### config.mk
export PLATFORM = sky130hd
export DESIGN_NAME = int_ctrl
export DESIGN_NICKNAME = d
export VERILOG_FILES = /design/src/rtl/int_ctrl.sv
export SDC_FILE = /design/constraint.sdc
export NUM_CORES = 1
export LEC_CHECK = 0
export ABC_AREA = 1
export BUFFER_PORTS_ARGS = -buffer_cell sky130_fd_sc_hd__buf_2
export CAP_MARGIN = 10
export CORE_MARGIN = 8
export CORE_UTILIZATION = 45
export CTS_CLUSTER_SIZE = 30
export DETAILED_ROUTE_END_ITERATION = 12
export HOLD_SLACK_MARGIN = 0.15
export PLACE_DENSITY = 0.79
export SLEW_MARGIN = 30
export SYNTH_ARGS = -nofsm -noshare
export SYNTH_HDL_FRONTEND = slang
export SYNTH_SLANG_ARGS = --single-unit
export TNS_END_PERCENT = 50
### constraint.sdc
create_clock -name clk_i -period 2 [get_ports clk_i]
set_input_delay 0.3 -clock clk_i [delete_from_list [all_inputs] [get_ports clk_i]]
set_output_delay 0.3 -clock clk_i [all_outputs]
set_load 0.005 [all_outputs]
### src/rtl/int_ctrl.sv
// Interrupt/entry-point controller: issues the boot redirect, then masks, prioritises and dispatches requests.
// Define IRQ_EDGE_EN for edge-triggered request latching; the default build is level mode.
module int_ctrl #(
    parameter int          NIRQ       = 4,
    parameter logic [31:0] VEC_STRIDE = 32'h10,
    parameter logic [31:0] BOOT_ADDR  = 32'h28
) (
    input  logic                      clk_i,
    input  logic                      rst_i,
    input  logic [NIRQ-1:0]           irq_i,
    input  logic                      mask_we_i,
    input  logic [NIRQ-1:0]           mask_wd_i,
    input  logic                      iret_i,
    input  logic [31:0]               vec_base_i,
    output logic                      INT_o,
    output logic [31:0]               entryPoint_o,
    output logic                      busy_o,
    output logic [((NIRQ > 1) ? $clog2(NIRQ) : 1)-1:0] cause_o,
    output logic [NIRQ-1:0]           mask_o,
    output logic [NIRQ-1:0]           pending_o
);

    localparam int CW = (NIRQ > 1) ? $clog2(NIRQ) : 1;

    typedef enum logic [1:0] {
        BOOT,
        IDLE,
        FIRE,
        SERVICE
    } state_e;

    state_e            state_q, state_d;
    logic              int_q, int_d;
    logic [31:0]       entry_q, entry_d;
    logic              busy_q, busy_d;
    logic [CW-1:0]     cause_q, cause_d;
    logic [NIRQ-1:0]   mask_q, mask_d;
    logic [NIRQ-1:0]   pending_q, pending_d;

    logic [NIRQ-1:0]   active;
    logic              anyReq;
    logic [CW-1:0]     selIdx;
    logic              dispatch;

    assign active = pending_q & mask_q;
    assign anyReq = |active;

    // Lowest set index wins; scanning downward leaves the smallest index last.
    always_comb begin
        selIdx = '0;
        for (int i = NIRQ - 1; i >= 0; i--) begin
            if (active[i]) begin
                selIdx = CW'(i);
            end
        end
    end

    // Holding off while INT is still high keeps strobes from landing back to back after boot.
    assign dispatch = (state_q == IDLE) && !int_q && anyReq;

    always_comb begin
        state_d = state_q;
        int_d   = 1'b0;
        entry_d = entry_q;
        busy_d  = busy_q;
        cause_d = cause_q;
        case (state_q)
            BOOT: begin
                int_d   = 1'b1;
                entry_d = BOOT_ADDR;
                state_d = IDLE;
            end
            IDLE: begin
                if (dispatch) begin
                    int_d   = 1'b1;
                    cause_d = selIdx;
                    entry_d = vec_base_i + 32'(selIdx) * VEC_STRIDE;
                    state_d = FIRE;
                end
            end
            FIRE: begin
                busy_d  = 1'b1;
                state_d = SERVICE;
            end
            SERVICE: begin
                if (iret_i) begin
                    busy_d  = 1'b0;
                    state_d = IDLE;
                end
            end
            default: state_d = BOOT;
        endcase
    end

    assign mask_d = mask_we_i ? mask_wd_i : mask_q;

`ifdef IRQ_EDGE_EN
    logic [NIRQ-1:0] irqPrev_q;
    logic [NIRQ-1:0] clearMask;

    always_ff @(posedge clk_i) begin
        if (rst_i) begin
            irqPrev_q <= '0;
        end else begin
            irqPrev_q <= irq_i;
        end
    end

    // A new rising edge is OR-ed in after the clear, so set beats dispatch-clear.
    assign clearMask = dispatch ? (NIRQ'(1) << selIdx) : '0;
    assign pending_d = (pending_q & ~clearMask) | (irq_i & ~irqPrev_q);
`else
    assign pending_d = irq_i;
`endif

    always_ff @(posedge clk_i) begin
        if (rst_i) begin
            state_q   <= BOOT;
            int_q     <= 1'b0;
            entry_q   <= BOOT_ADDR;
            busy_q    <= 1'b0;
            cause_q   <= '0;
            mask_q    <= '0;
            pending_q <= '0;
        end else begin
            state_q   <= state_d;
            int_q     <= int_d;
            entry_q   <= entry_d;
            busy_q    <= busy_d;
            cause_q   <= cause_d;
            mask_q    <= mask_d;
            pending_q <= pending_d;
        end
    end

    assign INT_o        = int_q;
    assign entryPoint_o = entry_q;
    assign busy_o       = busy_q;
    assign cause_o      = cause_q;
    assign mask_o       = mask_q;
    assign pending_o    = pending_q;

endmodule

Word-level counts from Yosys, hierarchy flattened:

Index checks and enable logic that the tools add are counted.

* flip-flop bits (word level): 46
* memories: 0
* output and inout bits: 44
* logic and storage cells: 38
* memory bits (writable): 0
* bits in latches: 0
* bits in read-only memories: 0
* input bits: 44

* multiply operators: 0
* multiplexer cells: 13
* divide/modulo/power cells: 0
* equality and inequality tests: 5
* reduce and logical (&&, ||, !) cells: 11
* bitwise operators: 1
* $lt $le $gt $ge: 0
* shift-type cells: 0
* $add $sub $neg: 1

Operators with widths (count)
* $pmux W32 S2: 1
* $add A32 B6 Y32: 1
* $mux W32: 1
* $mux W2: 6
* $pmux W2 S4: 1
* $reduce_and A2 Y1: 4
* $and A4 B4 Y4: 1
* $eq A2 B2 Y1 const B: 2
* $ne A2 B2 Y1 const B: 2
* $pmux W1 S2: 2
* $reduce_bool A2 Y1: 2
* $reduce_or A4 Y1: 1
* $eq A2 B1 Y1 const B: 1
* $logic_and A1 B1 Y1: 2
* $logic_not A2 Y1: 1
* $mux W1: 2
* $logic_not A1 Y1: 1

Longest topological paths before layout:

Gate-level depths: netlist of run 1.

* depth after elaboration: 8
* depth in mapped cells: 13
* gate-level depth less buffers: 13

Least setup slack after synthesis of run 1:

No wires, ideal clock.

* path kind: reg-to-reg
* start: register mask_q[2] (netlist: mask_o[2])
* end: register entry_q[12] (netlist: entryPoint_o[12])
* stages on the path, launching flop included: 13
* buffers on the path: 0
* clock period less this slack: 2.038 ns
* setup time: 0.132 ns
* arrival time: 1.906 ns
* slack: -0.038 ns
* required time: 1.868 ns
* cell sequence: dfxtp_1 -> nand2_1 -> nand3_1 -> a21boi_0 -> ha_1 -> fa_1 -> nand2_1 -> nor2_1 -> nand2_1 -> inv_1 -> or2_2 -> nand3_1 -> a21oi_1

* longest elaborated chain between the ends: 7
* elaborated cells between the ends (all ways): 11
* those cells by class: 1 x add/sub; 1 x eq/ne; 5 x mux; 1 x bitwise; 3 x reduce/logical

RTL lines
* start: declaration: line 37 `logic [NIRQ-1:0] mask_q, mask_d;`
* start signal: assignment: line 131 `mask_q <= mask_d;`
* $and A4 B4 Y4: line 45 `assign active = pending_q & mask_q;`
* $mux W2 (3 in a row): line 52 `if (active[i]) begin`
* net selIdx[0]: line 42 `logic [CW-1:0] selIdx;`
* $add A32 B6 Y32: line 77 `entry_d = vec_base_i + 32'(selIdx) * VEC_STRIDE;`
* $mux W32: line 74 `if (dispatch) begin`
* $pmux W32 S2: line 67 `case (state_q)`
* end signal: assignment: line 128 `entry_q <= entry_d;`
* end: declaration: line 34 `logic [31:0] entry_q, entry_d;`

The timed path passes the listed nets, and every way through them passes these cells. The select of a mux whose other input is x is not followed.
A chain may end at the register's enable or synchronous reset.

Final worst setup path of run 1:

* start: register mask_q[2] (netlist: mask_o[2])
* end: register entry_q[17] (netlist: entryPoint_o[17])

Same word-level chain as after synthesis.

==> impl_metrics.toml, run 1 <==
[floorplanning]
initial_core_util_pct = 46.8
coreArea_mm2 = 0.00551
rows = 27
ios = 88
dieArea_mm2 = 0.00840
die_x_um = 91.6
die_height_um = 91.6

[clock_network]
cts_sinks = 46
cts_hold_buf = 0
cts.clk_slew.worst_paths_ns = 0.09
clock_path_buffers = 2
cts_made_buffers = 5
root_buffer = "clkbuf_8"
postCtsSetupRepairBufs = 0
htree_levels = 2
insertion_delay_ns = 0.30
cts_tree = "built"

[yosys]
synth_common_cells = "125 x nand2_1, 63 x nor2_1, 46 x dfxtp_1"
synth_xor_area_share_pct = 0
ys_seq_elements = 46
yosysUniqueCellTypes = 24
syn-cell-area_mm2 = 0.00257
synth_edf_count = 0
syn_inst = 402
syn_area_per_cell_um2 = 6.41
synth_compound_area_share_pct = 13.7
synth-simple-area-share_pct = 37.6
synth.most_common_cell = "nand2_1"
synthMuxAreaShare_pct = 0
yosysTopAreaCell = "dfxtp_1"
synth_area_leaders = "dfxtp_1 36%, nand2_1 18%, nor2_1 9.2%"
syn_nets = 454
synthAdderAreaFrac_pct = 4.18
synth_top_family_by_area = "simple AND/OR/NAND/NOR gates"
synth_flop_cell = "dfxtp_1"
async_flop_share_pct = 0
post-synth-top-area-fraction_pct = 35.8
seq_area_frac_synth_pct = 35.8
ys.warnings.count = 0

[setup_path]
cp_data_required_time_ns = 2.17
cp_max_fo = 6
crit_slowest_cell = "dfxtp_2"
cp_cell_sequence = "nand2_2, buf_4, a21oi_1, buf_4, ha_1, nand3_1, nand2_2, nand2_2, nor2_1, buf_4, or2_2, nand2_1, a21oi_1"
critPathLaunchType = "flop"
worstSetupEndpointType = "flop"
cpPeakStageDelay_ns = 0.35
crit_arrival_ns = 2.24
critPathKind = "flop to flop"
reg2regPathDepth = 13

[placed_design]
numPlacedInstances = 568
place_worst_setup_slack_ns = -0.170
dpl_cell_area_mm2 = 0.00316
dpl.hpwl_mm = 6.05
globalplace.congestion = 0.908
portBuffers = 87

[grt]
grt_pass1_vias = 2731
track_usage_pct = 18.1
antenna_found_initial = 0
grt_pass1_wl_mm = 12.7
grt-ovfl-total = 0
grt_max_degree = 31

[sta]
worst_slew_pin_slew_ns = 0.481
rsz0062_at_grt = "true"
slew_violations = 0
hold_viol_final = 0
period_share_pct = 103
relSlewSlack_pct = 67.9
max_freq_mhz = 484
fin_crit_ns = 2.07
setup_viol = 4
fin_skew_ns = 0.00957
setup_slack_ns = -0.0670

[run_status]
violations = "setup timing"
status = "complete, but fails checks"

[routing]
final_antenna_net_count = 0
drt_iter0_markers = 138
avgViaCountPerCell = 5.05
dr.pass1.iters = 6
num_vias = 2908
drc = 0
wl_per_cell_um = 13.8
drt-total-wl_mm = 7.94

[job]
cap_violations = 0

[finish]
n_antenna_cell = 0
utilization_pct = 61.2
design_area_mm2 = 0.00337
final_cells = 576
nets = 555
syn_to_final_growth_pct = 30.9
drive_above_1_share_pct = 31.3

[worst_hold_path]
holdPathStages = 3
worstHoldPathType = "input pin to flop"

[power]
switching_share_pct = 38.8
internal_power_mw = 1.76
p_sw_mw = 1.11
leakage_nw = 1.61
peakVddDrop_mv = 0.514
p_comb_share_pct = 40.0
p_clk_share_pct = 20.8
power_density_mw_per_mm2 = 852
seqPwrFrac_pct = 39.2
total_power_mw = 2.87
==> what timing repair did <==
action | in CTS | in global routing
setup endpoints to repair | 12 | 22
endpoints found under the hold margin | 0 | 0
resized for setup | 7 | 33
pin swaps | 0 | 13
==> layout by cell type, fill, tap and decap left out, drive strengths merged <==
cell        n
fa          1
o21ai      17
o21bai      4
nor2       67
o211ai      1
o22ai       3
and2        1
or2         6
clkinvlp    1
dfxtp      46
buf       104
nand2     125
ha          7
clkbuf      6
a21boi      1
nand4       5
clkinv      1
nand3      30
a21oi      38
inv        40
==> worst paths after layout <==
check                                       from          endpoint  slack [ns]
worst max-delay path                   mask_o[2]  entryPoint_o[17]       -0.07
worst min register to register  entryPoint_o[20]  entryPoint_o[20]        0.46
worst max register to register         mask_o[2]  entryPoint_o[17]       -0.07
worst min-delay path                    irq_i[0]      pending_o[0]        0.19
==> area by class of cell <==
type / instances / area [um2]
clock buffer: 6 / 82.6
clock inverter: 2 / 12.5
fill: 547 / 2140
inverter: 40 / 153
multi-input combinational: 306 / 1530
sequential: 46 / 931
tap: 72 / 90.1
timing repair buffer: 104 / 567
==> worst max-delay path, delay by kind of cell (launching register included) <==
family | cells | cell delay, ns
adders and majority gates | 1 | 0.23
AOI/OAI and AO/OA | 2 | 0.23
buffers and inverters | 3 | 0.45
DFF | 1 | 0.35
and+or+nand+nor | 7 | 0.70
==> cell families after synthesis <==
logic type                 Yosys count
and+or+nand+nor                    234
buffers and inverters               50
adders and majority gates            8
DFF                                 46
AOI/OAI and AO/OA                   64
==> state kept, by name, indices dropped and copies added (netlist names) <==
name          count
mask_o            4
state_q           2
INT_o             1
cause_o           2
busy_o            1
pending_o         4
entryPoint_o     32
==> metrics by stage <==
step	TNS (ns)	hold WS (ns)
detailed placement	-1.17	0.455
floorplan	0	0.407
global placement	-0.426	0.445
global route	-1.43	0.180
CTS	-0.0104	0.191
finish	-0.137	0.187
==> metal layers <==
metal	part of all wire [%]	GRT usage, %	up-vias
met3	6.5	4.89	12
met2	49	31.0	90
met5	0	0	-
met4	1.3	5.59	0
met1	44	21.4	1322
li1	-	-	1484
==> power groups by stage <==
stage	sequential, mW	combinational (mW)	clock [mW]
final	1.13	1.15	0.598
after global routing	1.14	1.28	0.649
after CTS	1.12	1.14	0.615
after detailed placement	1.14	1.13	0
after global placement	1.13	1.11	0
after floorplan	1.15	0.829	0
Power figures use the tool's default switching activity.
==> run 2, diff against run 1 <==
--- a/config.mk
+++ b/config.mk
@@ -9,11 +9,11 @@
 export BUFFER_PORTS_ARGS = -buffer_cell sky130_fd_sc_hd__buf_2
 export CAP_MARGIN = 10
 export CORE_MARGIN = 8
-export CORE_UTILIZATION = 45
+export CORE_UTILIZATION = 41
 export CTS_CLUSTER_SIZE = 30
 export DETAILED_ROUTE_END_ITERATION = 12
 export HOLD_SLACK_MARGIN = 0.15
-export PLACE_DENSITY = 0.79
+export PLACE_DENSITY = 0.73
 export SLEW_MARGIN = 30
 export SYNTH_ARGS = -nofsm -noshare
 export SYNTH_HDL_FRONTEND = slang
==> run 2 against run 1 <==
The flow still finishes with violations (setup timing). Critical path type unchanged. Setup slack better by 0.046 ns. Register-to-register slack better by 0.05 ns. Sequential power hardly changed. Largest cell class unchanged. Critical endpoint is now entryPoint_o[12]. Highest routed layer unchanged.
==> impl_metrics.toml, run 2 (synthesis gave the netlist of run 1 again) <==
[run_status]
status = "complete, but fails checks"
violations = "setup timing"

[setup_path]
reg2regPathDepth = 11
worstReg2RegStart = "mask_o[0]"
r2r_setup_slack_ns = -0.02
critPathKind = "flop to flop"
critPathLaunchType = "flop"
worstSetupEndpointType = "flop"
crit_slowest_cell = "fa_2"
cp_data_required_time_ns = 2.17
cp_max_fo = 4
cp_common_cell = "nand2_2"
r2r_end = "entryPoint_o[12]"
crit_arrival_ns = 2.19
cpPeakStageDelay_ns = 0.38
cp_cell_sequence = "nand2_1, a21boi_2, ha_2, fa_2, nand2_2, nor2_4, nand2_2, inv_2, or2_2, nand3_1, a21oi_1"
cp_top_family = "simple AND/OR/NAND/NOR gates"
worstPathBufferInverterCount = 1

[grt]
antenna_found_initial = 0
grt_pass1_vias = 2760
track_usage_pct = 17.2
grt_pass1_wl_mm = 12.6
grt-ovfl-total = 0
grt_max_degree = 31

[finish]
nets = 556
n_antenna_cell = 0
layout_common_cells = "117 x nand2_1, 87 x buf_2, 58 x nor2_1, 44 x dfxtp_1, 36 x a21oi_1"
layout_commonest_cell = "nand2_1"
largest_reg_flops = 32
utilization_pct = 54.0
syn_to_final_growth_pct = 30.0
final_cells = 581
drive_above_1_share_pct = 30.2

[floorplanning]
rows = 29
dieArea_mm2 = 0.00907
initial_core_util_pct = 41.5
ios = 88
die_x_um = 95.3
die_height_um = 95.3
coreArea_mm2 = 0.00620

[clock_network]
cts_made_buffers = 5
cts_tree = "built"
cts_sinks = 46
cts.clk_slew.worst_paths_ns = 0.08
insertion_delay_ns = 0.30
clock_path_buffers = 2
root_buffer = "clkbuf_8"
htree_levels = 2

[routing]
avgViaCountPerCell = 4.86
final_antenna_net_count = 0
drt_iter0_markers = 136
dr.pass1.iters = 4
num_vias = 2825
wl_per_cell_um = 13.2
drt-total-wl_mm = 7.67
drc = 0

[power]
leakage_nw = 1.59
p_clk_share_pct = 19.2
p_sw_mw = 1.09
seqPwrFrac_pct = 39.9
peakVddDrop_mv = 0.655
p_comb_share_pct = 40.8
internal_power_mw = 1.72
switching_share_pct = 38.8
power_density_mw_per_mm2 = 838

[placed_design]
place_worst_setup_slack_ns = -0.197
numPlacedInstances = 574
globalplace.congestion = 0.879
dpl.hpwl_mm = 6.03
portBuffers = 87

[worst_hold_path]
worstHoldPathType = "input pin to flop"
min_to = "pending_o[3]"
worstHoldStart = "irq_i[3]"
holdPathStages = 3

[sta]
hold_viol_final = 0
fin_hold_ws_ns = 0.205
setup_slack_ns = -0.0207
max_freq_mhz = 495
worst_slew_pin_slew_ns = 0.451
setup_viol = 1
setup-tns-final_ns = -0.0207
fin_crit_ns = 2.02
fin_skew_ns = 0.00685
rsz0062_at_grt = "true"
period_share_pct = 101
relSlewSlack_pct = 69.9
slew_violations = 0

[job]
cap_violations = 0
==> run 2: worst max-delay path by stage <==
stage / startpoint / end / slack (ns) / depth (start not counted)
after floorplan: mask_o[2] / entryPoint_o[18] / 0.02 / 12
after global placement: pending_o[2] / entryPoint_o[18] / -0.11 / 12
after detailed placement: pending_o[2] / entryPoint_o[24] / -0.20 / 13
after CTS: pending_o[2] / entryPoint_o[17] / 0.0009 / 13
after global routing: mask_o[0] / entryPoint_o[10] / -0.11 / 12
final: mask_o[0] / entryPoint_o[12] / -0.02 / 11
==> run 2: repair_timing <==
item | CTS | global route
endpoints found under the setup margin | 12 | 18
setup buffers | 0 | 1
hold buffers | 0 | 0
gates resized for setup | 10 | 21
pin swaps | 2 | 10
==> run 2: final cells by class <==
class                      count  area [um2]
clock inverter                 2        10.0
multi-input combinational    306        1530
inverter                      40         150
timing repair buffer         105         574
fill                         599        2860
tap                           77        96.3
sequential                    46         923
clock buffer                   5        68.8
==> run 2: power by group through the flow <==
stage | Clock [mW] | Combinational [mW] | Sequential (mW)
after detailed placement | 0 | 1.13 | 1.14
final | 0.540 | 1.15 | 1.12
after global routing | 0.596 | 1.30 | 1.14
after global placement | 0 | 1.12 | 1.14
after floorplan | 0 | 0.829 | 1.15
after CTS | 0.562 | 1.14 | 1.12
==> run 2: worst register-to-register path, cell delays in order (launching register included) <==
cell	delay [ns]
dfxtp_1	0.33
nand2_1	0.08
a21boi_2	0.17
ha_2	0.20
fa_2	0.38
nand2_2	0.11
nor2_4	0.05
nand2_2	0.11
inv_2	0.07
or2_2	0.27
nand3_1	0.07
a21oi_1	0.06
==> run 2: routing by layer <==
metal	GRT usage, %	up-vias	wire, um
met4	5.20	0	121
met1	21.6	1273	3410
li1	-	1480	-
met5	0	-	0
met3	3.70	10	444
met2	28.9	62	3700
==> run 2: per-stage QoR <==
stage | instance area, um2 | total power [mW]
after floorplan | 2580 | 1.98
after global placement | 3170 | 2.25
after detailed placement | 3170 | 2.27
after CTS | 3270 | 2.82
after global routing | 3350 | 3.03
final | 3350 | 2.81
==> run 3, diff against run 2 <==
--- a/config.mk
+++ b/config.mk
@@ -14,6 +14,7 @@
 export DETAILED_ROUTE_END_ITERATION = 12
 export HOLD_SLACK_MARGIN = 0.15
 export PLACE_DENSITY = 0.73
+export SKIP_LAST_GASP = 1
 export SLEW_MARGIN = 30
 export SYNTH_ARGS = -nofsm -noshare
 export SYNTH_HDL_FRONTEND = slang
==> run 3 against run 2 <==
The run still ends with setup timing left. Design area fell by 0.15%. Power fell by 0.23%. Clock-buffer cell count did not move. Critical path depth did not move. Wire length barely moved. Global-route usage did not move. Register-to-register slack barely moved. Cell count did not move. Clock power barely moved. Maximum frequency barely moved. Critical path type unchanged. Largest power group unchanged.
==> impl_metrics.toml, run 3 (synthesis gave the netlist of run 1 again) <==
[grt]
track_usage_pct = 17.2
grt_max_degree = 31
grt-ovfl-total = 0
grt_pass1_wl_mm = 12.6
antenna_found_initial = 0
grt_pass1_vias = 2760

[setup_path]
crit_arrival_ns = 2.19
critPathLaunchType = "flop"
worstSetupEndpointType = "flop"
critPathKind = "flop to flop"
cp_max_fo = 4
cp_data_required_time_ns = 2.17

[power]
internal_power_mw = 1.72
peakVddDrop_mv = 0.653
power_density_mw_per_mm2 = 837
switching_share_pct = 38.7
leakage_nw = 1.58
p_sw_mw = 1.08
p_clk_share_pct = 19.3
seqPwrFrac_pct = 40.0
p_comb_share_pct = 40.7

[placed_design]
place_worst_setup_slack_ns = -0.197
portBuffers = 87
dpl.hpwl_mm = 6.03
globalplace.congestion = 0.879

[floorplanning]
dieArea_mm2 = 0.00907
initial_core_util_pct = 41.5
die_x_um = 95.3
coreArea_mm2 = 0.00620
die_height_um = 95.3
rows = 29
ios = 88

[finish]
syn_to_final_growth_pct = 29.8
utilization_pct = 53.9
layout_commonest_cell = "nand2_1"
largest_reg_flops = 32
n_antenna_cell = 0
nets = 556
layout_common_cells = "117 x nand2_1, 87 x buf_2, 58 x nor2_1, 44 x dfxtp_1, 36 x a21oi_1"
drive_above_1_share_pct = 30.0

[sta]
worst_slew_pin_slew_ns = 0.450
setup_viol = 1
slew_violations = 0
setup_slack_ns = -0.0187
fin_crit_ns = 2.02
relSlewSlack_pct = 69.9
rsz0062_at_grt = "true"
hold_viol_final = 0
fin_skew_ns = 0.00665
period_share_pct = 101
max_freq_mhz = 495

[run_status]
status = "complete, but fails checks"
violations = "setup timing"

[clock_network]
clock_path_buffers = 2
cts_sinks = 46
root_buffer = "clkbuf_8"
cts.clk_slew.worst_paths_ns = 0.08
cts_made_buffers = 5
insertion_delay_ns = 0.30
cts_tree = "built"
htree_levels = 2

[routing]
num_vias = 2818
drc = 0
final_antenna_net_count = 0
drt_iter0_markers = 142
drt-total-wl_mm = 7.67
avgViaCountPerCell = 4.85
wl_per_cell_um = 13.2
dr.pass1.iters = 4

[worst_hold_path]
worstHoldPathType = "input pin to flop"

[job]
cap_violations = 0
## run 3: cell counts in the layout (fill, tap and decap cells not counted)
Identical to the previous run, type by type.
## run 3: area by class of cell
type	count	area, um2
fill	600	2860
multi-input combinational	306	1520
sequential	46	923
timing repair buffer	105	574
inverter	40	150
tap	77	96.3
clock buffer	5	68.8
clock inverter	2	10.0
## run 3: worst paths after layout
check,start,to,slack [ns],cells after the start
max,mask_o[0],entryPoint_o[12],-0.02,11
min reg2reg,entryPoint_o[0],entryPoint_o[0],0.46,2
min,irq_i[3],pending_o[3],0.20,3
max reg2reg,mask_o[0],entryPoint_o[12],-0.02,11
## run 3: per-stage QoR
stage | power (mW) | cells | hold WS, ns | area (um2) | TNS, ns
finish | 2.80 | 581 | 0.205 | 3340 | -0.0187
global route | 3.03 | 581 | 0.198 | 3340 | -0.967
CTS | 2.82 | 581 | 0.187 | 3270 | 0
detailed placement | 2.27 | 574 | 0.454 | 3170 | -1.34
global placement | 2.25 | 574 | 0.446 | 3170 | -0.512
floorplan | 1.98 | 402 | 0.407 | 2580 | 0
## run 3: power groups by stage
stage | Sequential [mW] | Clock, mW | Combinational [mW]
floorplan | 1.15 | 0 | 0.829
global placement | 1.14 | 0 | 1.12
detailed placement | 1.14 | 0 | 1.13
CTS | 1.12 | 0.562 | 1.14
global route | 1.14 | 0.596 | 1.29
finish | 1.12 | 0.539 | 1.14
## run 3: timing repair
action | CTS | global route
endpoints found under the hold margin | 0 | 0
pin swaps | 2 | 10
gates resized for setup | 10 | 20
setup buffers | 0 | 1
hold buffers | 0 | 0
setup endpoints to repair | 12 | 18
## run 3: critical path: stages (launching register included)
cell and delay (ns):
dfxtp_1 0.33, nand2_1 0.08, a21boi_2 0.17, ha_2 0.19, fa_2 0.38, nand2_2 0.11, nor2_4 0.05, nand2_2 0.11
inv_2 0.07, or2_2 0.27, nand3_1 0.07, a21oi_1 0.06
## run 3: per-layer routing
layer	share of wire [%]	track usage [%]	routed length [um]	vias to the layer above
li1	-	-	-	1481
met1	44	21.6	3390	1263
met2	49	28.9	3720	64
met3	5.6	3.70	433	10
met4	1.6	5.20	121	0
met5	0	0	0	-
